## src/rtl/rcs_byte_frontend_pkg.sv

```systemverilog
// Shared definitions for the byte-serial subtractor front end: widths and FSM state encodings.
package rcs_byte_frontend_pkg;
    localparam int RCS_W      = 16;
    localparam int RCS_BYTE_W = 8;

    typedef enum logic [2:0] {
        S_A0   = 3'd0,
        S_A1   = 3'd1,
        S_B0   = 3'd2,
        S_B1   = 3'd3,
        S_CALC = 3'd4,
        S_OUT  = 3'd5
    } state_t;

    function automatic logic is_load_state(input state_t s);
        return (s == S_A0) || (s == S_A1) || (s == S_B0) || (s == S_B1);
    endfunction
endpackage

```

## src/rtl/rcs_16bit.sv

```systemverilog
// 16-bit ripple-carry subtractor: diff = a + ~b + carry_start.
// Latency: combinational.
// Backpressure: none; pure datapath.
module rcs_16bit
    import rcs_byte_frontend_pkg::*;
(
    input  logic [RCS_W-1:0] a,
    input  logic [RCS_W-1:0] b,
    input  logic             carry_start,
    output logic [RCS_W-1:0] diff,
    output logic             carry_out
);
    logic [RCS_W:0] c;
    logic [RCS_W-1:0] nb;

    assign nb = ~b;

    always_comb begin
        c    = '0;
        diff = '0;
        c[0] = carry_start;
        for (int i = 0; i < RCS_W; i++) begin
            diff[i]  = a[i] ^ nb[i] ^ c[i];
            c[i+1]   = (a[i] & nb[i]) | (c[i] & (a[i] ^ nb[i]));
        end
    end

    assign carry_out = c[RCS_W];
endmodule

```

## src/rtl/rcs_byte_frontend.sv

```systemverilog
// Collects A and B as four bytes, computes A - B and holds the result (optional out_ovf: RCS_OVF_EN).
// Latency: result valid one S_CALC cycle after the edge accepting the 4th byte.
// Backpressure: in_ready low in S_CALC/S_OUT; result held until out_ready.
module rcs_byte_frontend
    import rcs_byte_frontend_pkg::*;
#(
    parameter bit LSB_FIRST = 1'b1,
    parameter int TIMEOUT   = 0,
    parameter int CNT_W     = 8
) (
    input  logic                  clk,
    input  logic                  rst_n,
    input  logic                  clr,
    input  logic [RCS_BYTE_W-1:0] in_data,
    input  logic                  in_valid,
    output logic                  in_ready,
    output logic [RCS_W-1:0]      out_diff,
    output logic                  out_carry,
    output logic                  out_zero,
    output logic                  out_valid,
    input  logic                  out_ready,
    output logic                  err_timeout,
    output logic                  busy
`ifdef RCS_OVF_EN
    ,
    output logic                  out_ovf
`endif
);
    localparam logic [CNT_W-1:0] TO_LAST = (TIMEOUT > 0) ? CNT_W'(TIMEOUT - 1) : '0;

    state_t           state;
    logic [RCS_W-1:0] a_q;
    logic [RCS_W-1:0] b_q;
    logic [RCS_W-1:0] sub_diff;
    logic             sub_carry;
    logic [CNT_W-1:0] cnt;
    logic             accept;

    assign in_ready = is_load_state(state);
    assign busy     = (state != S_A0);
    assign accept   = in_valid & in_ready;

    rcs_16bit u_sub (
        .a           (a_q),
        .b           (b_q),
        .carry_start (1'b1),
        .diff        (sub_diff),
        .carry_out   (sub_carry)
    );

    always_ff @(posedge clk or negedge rst_n) begin
        if (!rst_n) begin
            state       <= S_A0;
            a_q         <= '0;
            b_q         <= '0;
            cnt         <= '0;
            out_diff    <= '0;
            out_carry   <= 1'b0;
            out_zero    <= 1'b0;
            out_valid   <= 1'b0;
            err_timeout <= 1'b0;
`ifdef RCS_OVF_EN
            out_ovf     <= 1'b0;
`endif
        end else begin
            err_timeout <= 1'b0;
            if (clr) begin
                state     <= S_A0;
                out_valid <= 1'b0;
                cnt       <= '0;
                a_q       <= '0;
                b_q       <= '0;
            end else if (accept) begin
                cnt <= '0;
                // First byte of each operand lands in the low half when LSB_FIRST, else the high half.
                case (state)
                    S_A0: begin
                        if (LSB_FIRST) a_q[7:0]  <= in_data;
                        else           a_q[15:8] <= in_data;
                        state <= S_A1;
                    end
                    S_A1: begin
                        if (LSB_FIRST) a_q[15:8] <= in_data;
                        else           a_q[7:0]  <= in_data;
                        state <= S_B0;
                    end
                    S_B0: begin
                        if (LSB_FIRST) b_q[7:0]  <= in_data;
                        else           b_q[15:8] <= in_data;
                        state <= S_B1;
                    end
                    default: begin
                        if (LSB_FIRST) b_q[15:8] <= in_data;
                        else           b_q[7:0]  <= in_data;
                        state <= S_CALC;
                    end
                endcase
            end else if (state == S_CALC) begin
                out_diff  <= sub_diff;
                out_carry <= sub_carry;
                out_zero  <= (sub_diff == '0);
`ifdef RCS_OVF_EN
                out_ovf   <= (a_q[15] != b_q[15]) & (sub_diff[15] != a_q[15]);
`endif
                out_valid <= 1'b1;
                state     <= S_OUT;
            end else if (state == S_OUT) begin
                if (out_ready) begin
                    out_valid <= 1'b0;
                    state     <= S_A0;
                end
            end else if ((TIMEOUT > 0) && (state != S_A0)) begin
                // Mid-frame idle: abort on the TIMEOUT-th consecutive idle cycle.
                if (cnt == TO_LAST) begin
                    err_timeout <= 1'b1;
                    state       <= S_A0;
                    a_q         <= '0;
                    b_q         <= '0;
                    cnt         <= '0;
                end else begin
                    cnt <= cnt + 1'b1;
                end
            end else if (state > S_OUT) begin
                state <= S_A0;
            end
        end
    end
endmodule

```

## config.mk

```make
export PLATFORM = sky130hd
export DESIGN_NAME = rcs_byte_frontend
export DESIGN_NICKNAME = d
export VERILOG_FILES = /design/src/rtl/rcs_byte_frontend_pkg.sv /design/src/rtl/rcs_16bit.sv /design/src/rtl/rcs_byte_frontend.sv
export SDC_FILE = /design/constraint.sdc
export NUM_CORES = 1
export LEC_CHECK = 0
export CAP_MARGIN = 30
export CORE_AREA = 10 10 79 81
export CTS_BUF_LIST = sky130_fd_sc_hd__clkbuf_8
export CTS_CLUSTER_SIZE = 14
export DETAILED_ROUTE_END_ITERATION = 10
export DIE_AREA = 0 0 89 91
export MAX_ROUTING_LAYER = met4
export PLACE_DENSITY_LB_ADDON = 0.25
export SYNTH_ARGS = -nofsm -noshare
export SYNTH_HDL_FRONTEND = slang
export SYNTH_SLANG_ARGS = --single-unit
```

## constraint.sdc

```tcl
create_clock -name clk -period 8.45 [get_ports clk]
set_input_delay 1.69 -clock clk [delete_from_list [all_inputs] [get_ports clk]]
set_output_delay 1.69 -clock clk [all_outputs]
set_load 0.03 [all_outputs]
```

==> results of run 1 <==
==> path summary, 6_finish.rpt <==
path	depth (start not counted)	slack (ns)	to	startpoint
min in group asynchronous	2	1.50	out_diff[7]	rst_n
setup reg to reg	23	1.06	out_zero	a_q[0]
setup / recovery	23	1.06	out_zero	a_q[0]
hold reg to reg	2	0.48	out_diff[10]	out_diff[10]
max in group asynchronous	2	6.51	b_q[2]	rst_n
hold / removal	2	0.48	out_diff[10]	out_diff[10]
==> sequential cells by signal, indices dropped and copies added (netlist names) <==
signal and cells:
state 3, out_zero 1, out_carry 1, a_q 16
out_valid 1, b_q 16, out_diff 16
==> layout by cell type (no fill, tap or decap) <==
| master | count |
|---|---|
| clkdlybuf4s50_1 | 32 |
| a22o_1 | 32 |
| o311a_1 | 1 |
| o21ai_2 | 5 |
| conb_1 | 1 |
| bufinv_16 | 1 |
| clkbuf_8 | 5 |
| ha_1 | 1 |
| nor3_1 | 1 |
| nor3_4 | 4 |
| nand4_1 | 2 |
| nor2b_1 | 1 |
| buf_4 | 1 |
| fa_1 | 15 |
| a31oi_1 | 2 |
| clkinv_1 | 1 |
| inv_1 | 23 |
| nand3b_1 | 1 |
| dfrtp_1 | 54 |
| nor2_1 | 1 |
| o21ai_0 | 1 |
| or4b_4 | 1 |
| nand3_1 | 3 |
| or4_1 | 1 |
| and2_1 | 1 |
| nand2_1 | 17 |
| o21ai_1 | 10 |
| or3b_4 | 1 |
| a21oi_1 | 2 |
| a31oi_2 | 2 |
| a32oi_1 | 1 |
| mux2_4 | 3 |
| nand4b_1 | 2 |
| xnor2_1 | 1 |
| buf_2 | 1 |
==> metal layers <==
metal,share of wire,vias to the layer above
li1,-,764
met5,0,-
met2,0.45,37
met4,0.018,0
met1,0.48,837
met3,0.049,8
==> critical path: cells and delay by family, from the launching register on <==
| kind | cells | cell delay, ns |
|---|---|---|
| simple gates | 2 | 0.74 |
| buf+inv | 4 | 0.26 |
| compound gates | 1 | 0.14 |
| fa+ha+maj | 16 | 5.80 |
| flops | 1 | 0.36 |
==> per-stage QoR <==
stage	std cells	power (W)	cell area (um2)
floorplan	198	0.000362	2570
global placement	277	0.000408	2890
detailed placement	277	0.000410	2890
finish	285	0.000572	2990
CTS	285	0.000578	2990
global route	285	0.000600	2990
==> kinds of logic after synthesis <==
family	Yosys count	share of synthesized area
AOI/OAI and AO/OA	56	0.174
DFF	54	0.527
and+or+nand+nor	36	0.0917
buffers and inverters	31	0.0639
adders and majority gates	16	0.122
muxes	3	0.0176
other	1	0.00146
xor gates and xnor gates	1	0.00341
==> power by group <==
group          internal [W]  switching, W
Sequential         0.000273     0.0000113
Clock             0.0000863     0.0000806
Combinational     0.0000509     0.0000700
Total              0.000410      0.000162
==> final cells by class <==
type | count | area share
clock buffer | 5 | 0.0230
tap | 54 | 0.0226
multi-input combinational | 113 | 0.351
clock inverter | 3 | 0.0125
inverter | 22 | 0.0276
timing repair buffer | 34 | 0.111
sequential | 54 | 0.452
==> impl_metrics.csv, run 1 <==
group,metric,value,unit
route,viasPerCell,5.78,
sta,setup-violations-final,0,
clock_tree,clkSinkCount,54,
clock_tree,clk_latency,0.30,ns
cells_and_area,area_growth,16.6,%
floorplan,dieWidth,89,um
clock_tree,clk_pin_slew_worst_paths,0.09,ns
worst_setup_path,worstPathRequired,8.69,ns
synth,yosys_register_bits,54,
route,ant_nets,0,
cells_and_area,multi_input_area,0.00105,mm2
route,drc,0,
synth,seq_area_frac_synth,0.527,
worst_setup_path,crit_type,"flop to flop",
outcome,outcome,"finished clean",
synth,synthesis.area,0.00257,mm2
global_route,grt_max_degree,55,
sta,max_freq,135,MHz
global_route,track_usage,0.140,
floorplan,die_y,91,um
sta,finalCritPeriodShare,0.875,
synth,async_flop_share,1.00,
synth,ys_types,33,
global_route,grt-busiest-layer,"met2",
sta,setup_tns,0,ns
cells_and_area,antenna_cells,0,
clock_tree,cts.htree.levels,2,
route,detail_route.wirelength,5220,um
worst_setup_path,cpMostUsedCell,"fa_1",
route,vias,1646,
worst_setup_path,crit_fanout,2,
power,ir_drop,103,uV
place,gp_congestion,0.843,
clock_tree,cts_tree,"done",
sta,timing.final.crit_period,7.39,ns
global_route,met2_usage,0.197,
global_route,grt_pass1_wl,8490,um
route,drt-initial-drc-count,99,
route,first_pass_iters,4,
synth,synth_cells,198,
place,dp_hpwl,3810,um
global_route,met3_usage,0.0357,
synth,yosys-top-cells-count,"dfrtp_1, a22o_1, inv_1",
synth,synth.largest_area_cell,"dfrtp_1",
sta,finalHoldViolCount,0,
floorplan,io_pins,35,
sta,drv_slew,0,
sta,slew_headroom,0.406,
clock_tree,cts_buffers,5,
floorplan,core,0.00466,mm2
worst_hold_path,hold_path.class,"flop to flop",
synth,yosysTopAreaCellShare,0.527,
synth,synth_area_leaders,"dfrtp_1, fa_1, a22o_1",
place,post-place-ws,1.13,ns
worst_setup_path,crit_path_end_kind,"flop",
synth,synth-warning-count,0,
worst_setup_path,worstPathCellList,"inv_1 > ha_1 > fa_1 > fa_1 > fa_1 > fa_1 > fa_1 > fa_1 > fa_1 > fa_1 > fa_1 > fa_1 > fa_1 > inv_1 > fa_1 > inv_1 > fa_1 > fa_1 > inv_1 > fa_1 > nand4b_1 > or4_1 > o21ai_2",
cells_and_area,fillCellCount,376,
cells_and_area,nets,259,
global_route,antenna_found_initial,0,
run,maxCapViolations,0,
sta,fin_skew,0.00604,ns
cells_and_area,regArea,0.00135,mm2
route,wire_per_inst,18.3,um
synth,syn_avg_cell_area,13.0,um2
clock_tree,postCtsHoldBufs,0,
place,port_buffers,33,
synth,synth_edf_count,0,
synth,syn_nets,227,
worst_setup_path,cp_slowest_cell,"or4_1",
worst_setup_path,critical_path_arrival,7.63,ns
cells_and_area,drive_above_1_share,0.104,
floorplan,initial_utilization,0.551,
clock_tree,cts-resized-gates,0,
sta,layout_setup_ws,1.06,ns
global_route,met1_usage,0.188,
sta,whs,0.482,ns
power,powerDensity,191,mW/mm2
clock_tree,cts_setup_buffers,0,
synth,synth.most_common_cell,"dfrtp_1",
power,p_leak,1.34,nW
global_route,grt_pass1_vias,1670,
clock_tree,root_buffer,"clkbuf_8",
sta,rsz0062_at_grt,"false",
worst_setup_path,start_kind,"flop",
floorplan,die_area,0.00810,mm2
worst_setup_path,critical_path.max_stage_delay,0.56,ns
global_route,overflow,0,
clock_tree,clock_path_buffers,2,
synth,synth_top_flop_cell,"dfrtp_1",
sta,tightest_slew,0.887,ns
floorplan,placementRows,25,
cells_and_area,fin_util,0.642,
No activity file was read; power rests on OpenSTA's default activity.
==> run 2: changes to the inputs <==
Settings changed: GPL_ROUTABILITY_DRIVEN set to 0, PLACE_DENSITY set to 0.91, PLACE_DENSITY_LB_ADDON 0.25 to unset.
==> run 2 against run 1 <==
Hold slack gained 0.0011 ns. Cell area about the same. Die area stayed put. Sequential share of layout area barely moved. Maximum frequency is 1.4% lower. Core utilization about the same. Combinational power hardly changed. Critical endpoint unchanged.
==> impl_metrics.csv, run 2 (synthesis results as in run 1) <==
group,metric,value,unit
clock_tree,clk_latency,0.30,ns
global_route,overflow,0,
cells_and_area,mostFrequentLayoutCell,"dfrtp_1",
route,wire_per_inst,19.5,um
clock_tree,root_buffer,"clkbuf_8",
cells_and_area,antenna_cells,0,
route,drt-initial-drc-count,124,
run,maxCapViolations,0,
cells_and_area,area_growth,16.5,%
cells_and_area,regArea,0.00135,mm2
cells_and_area,top_regs,"a_q: 16 flops, b_q: 16 flops, out_diff: 16 flops",
floorplan,core,0.00466,mm2
route,first_pass_iters,5,
route,ant_nets,0,
worst_setup_path,crit_type,"flop to flop",
place,dp_hpwl,4090,um
sta,setup-violations-final,0,
sta,slew_headroom,0.385,
worst_setup_path,critical_path_arrival,7.74,ns
route,drc,0,
worst_setup_path,worst_r2r_path_depth,23,
cells_and_area,final_cell_mix,"dfrtp_1, a22o_1, clkdlybuf4s50_1, inv_1, nand2_1",
floorplan,die_y,91,um
power,powerDensity,188,mW/mm2
clock_tree,clkSinkCount,54,
worst_setup_path,worstPathRequired,8.69,ns
sta,max_freq,133,MHz
global_route,antenna_found_initial,0,
power,p_leak,1.33,nW
floorplan,io_pins,35,
worst_setup_path,reg2reg_slack,0.95,ns
global_route,grt_max_degree,55,
global_route,grt_pass1_wl,9230,um
worst_hold_path,holdPathStages,2,
sta,timing.final.crit_period,7.50,ns
route,viasPerCell,5.94,
route,vias,1694,
cells_and_area,nets,259,
power,ir_drop,90.5,uV
floorplan,dieWidth,89,um
outcome,outcome,"finished clean",
clock_tree,cts_setup_buffers,0,
clock_tree,cts-resized-gates,0,
clock_tree,postCtsHoldBufs,0,
sta,rsz0062_at_grt,"false",
cells_and_area,fillCellCount,344,
sta,finalHoldViolCount,0,
sta,tightest_slew,0.918,ns
sta,drv_slew,0,
clock_tree,cts_buffers,5,
worst_setup_path,start_kind,"flop",
sta,setup_tns,0,ns
cells_and_area,multi_input_area,0.00105,mm2
floorplan,die_area,0.00810,mm2
clock_tree,cts.htree.levels,2,
floorplan,initial_utilization,0.551,
worst_setup_path,crit_path_end_kind,"flop",
cells_and_area,drive_above_1_share,0.113,
worst_hold_path,hold_path.class,"flop to flop",
clock_tree,clk_pin_slew_worst_paths,0.09,ns
floorplan,placementRows,25,
global_route,track_usage,0.149,
clock_tree,clock_path_buffers,2,
clock_tree,cts_tree,"done",
place,numPlacedInstances,277,
cells_and_area,instances_no_fill,285,
sta,finalCritPeriodShare,0.887,
worst_setup_path,crit_fanout,2,
sta,fin_skew,0.00788,ns
route,detail_route.wirelength,5560,um
place,port_buffers,33,
global_route,grt_pass1_vias,1786,
## run 2: cell count changes in the layout (fill, tap and decap cells not counted)
cell,change
clkinv_4,+1
inv_1,-2
clkbuf_8,+2
bufinv_16,-1
## run 2: critical path: stages, from the launching register on
cell	delay [ns]
dfrtp_1	0.37
inv_1	0.05
ha_1	0.21
fa_1	0.38
fa_1	0.39
fa_1	0.41
fa_1	0.41
fa_1	0.41
fa_1	0.39
fa_1	0.39
fa_1	0.42
fa_1	0.41
fa_1	0.39
fa_1	0.38
inv_1	0.08
fa_1	0.15
inv_1	0.05
fa_1	0.37
fa_1	0.39
inv_1	0.08
fa_1	0.43
nand4b_1	0.19
or4_1	0.55
o21ai_2	0.12
## run 2: final timing paths
check	to	start
max reg2reg	out_zero	a_q[0]
max	out_zero	a_q[0]
max in group asynchronous	b_q[3]	rst_n
min	out_diff[9]	out_diff[9]
min in group asynchronous	out_carry	rst_n
min reg2reg	out_diff[9]	out_diff[9]
## run 2: stage by stage
step / power [W] / util / cell area (um2) / hold slack (ns) / setup slack [ns]
after floorplan: 0.000362 / - / 2570 / 0.473 / 1.43
after global placement: 0.000406 / 0.619 / 2890 / 0.465 / 1.30
after detailed placement: 0.000411 / 0.619 / 2890 / 0.465 / 1.05
after CTS: 0.000565 / 0.642 / 2990 / 0.488 / 1.01
after global routing: 0.000585 / 0.642 / 2990 / 0.502 / 0.708
final: 0.000562 / 0.642 / 2990 / 0.483 / 0.952
## run 2: cell type report
class	count	area share
Timing Repair Buffer	34	0.111
Inverter	22	0.0276
Multi-Input combinational cell	113	0.351
Sequential cell	54	0.452
Clock inverter	1	0.00293
Clock buffer	7	0.0322
Tap cell	54	0.0226
## run 2: report_power, final
part	leakage (nW)	internal (W)	total, W	switching, W
clock network	0.0544	0.0000752	0.000156	0.0000813
logic	0.534	0.0000513	0.000121	0.0000695
registers	0.744	0.000273	0.000285	0.0000120
## run 2: per-layer routing
metal / part of all wire / global-route usage
met1: 0.42 / 0.192
met2: 0.51 / 0.232
met3: 0.045 / 0.0206
met4: 0.018 / 0.0570
met5: 0 / -
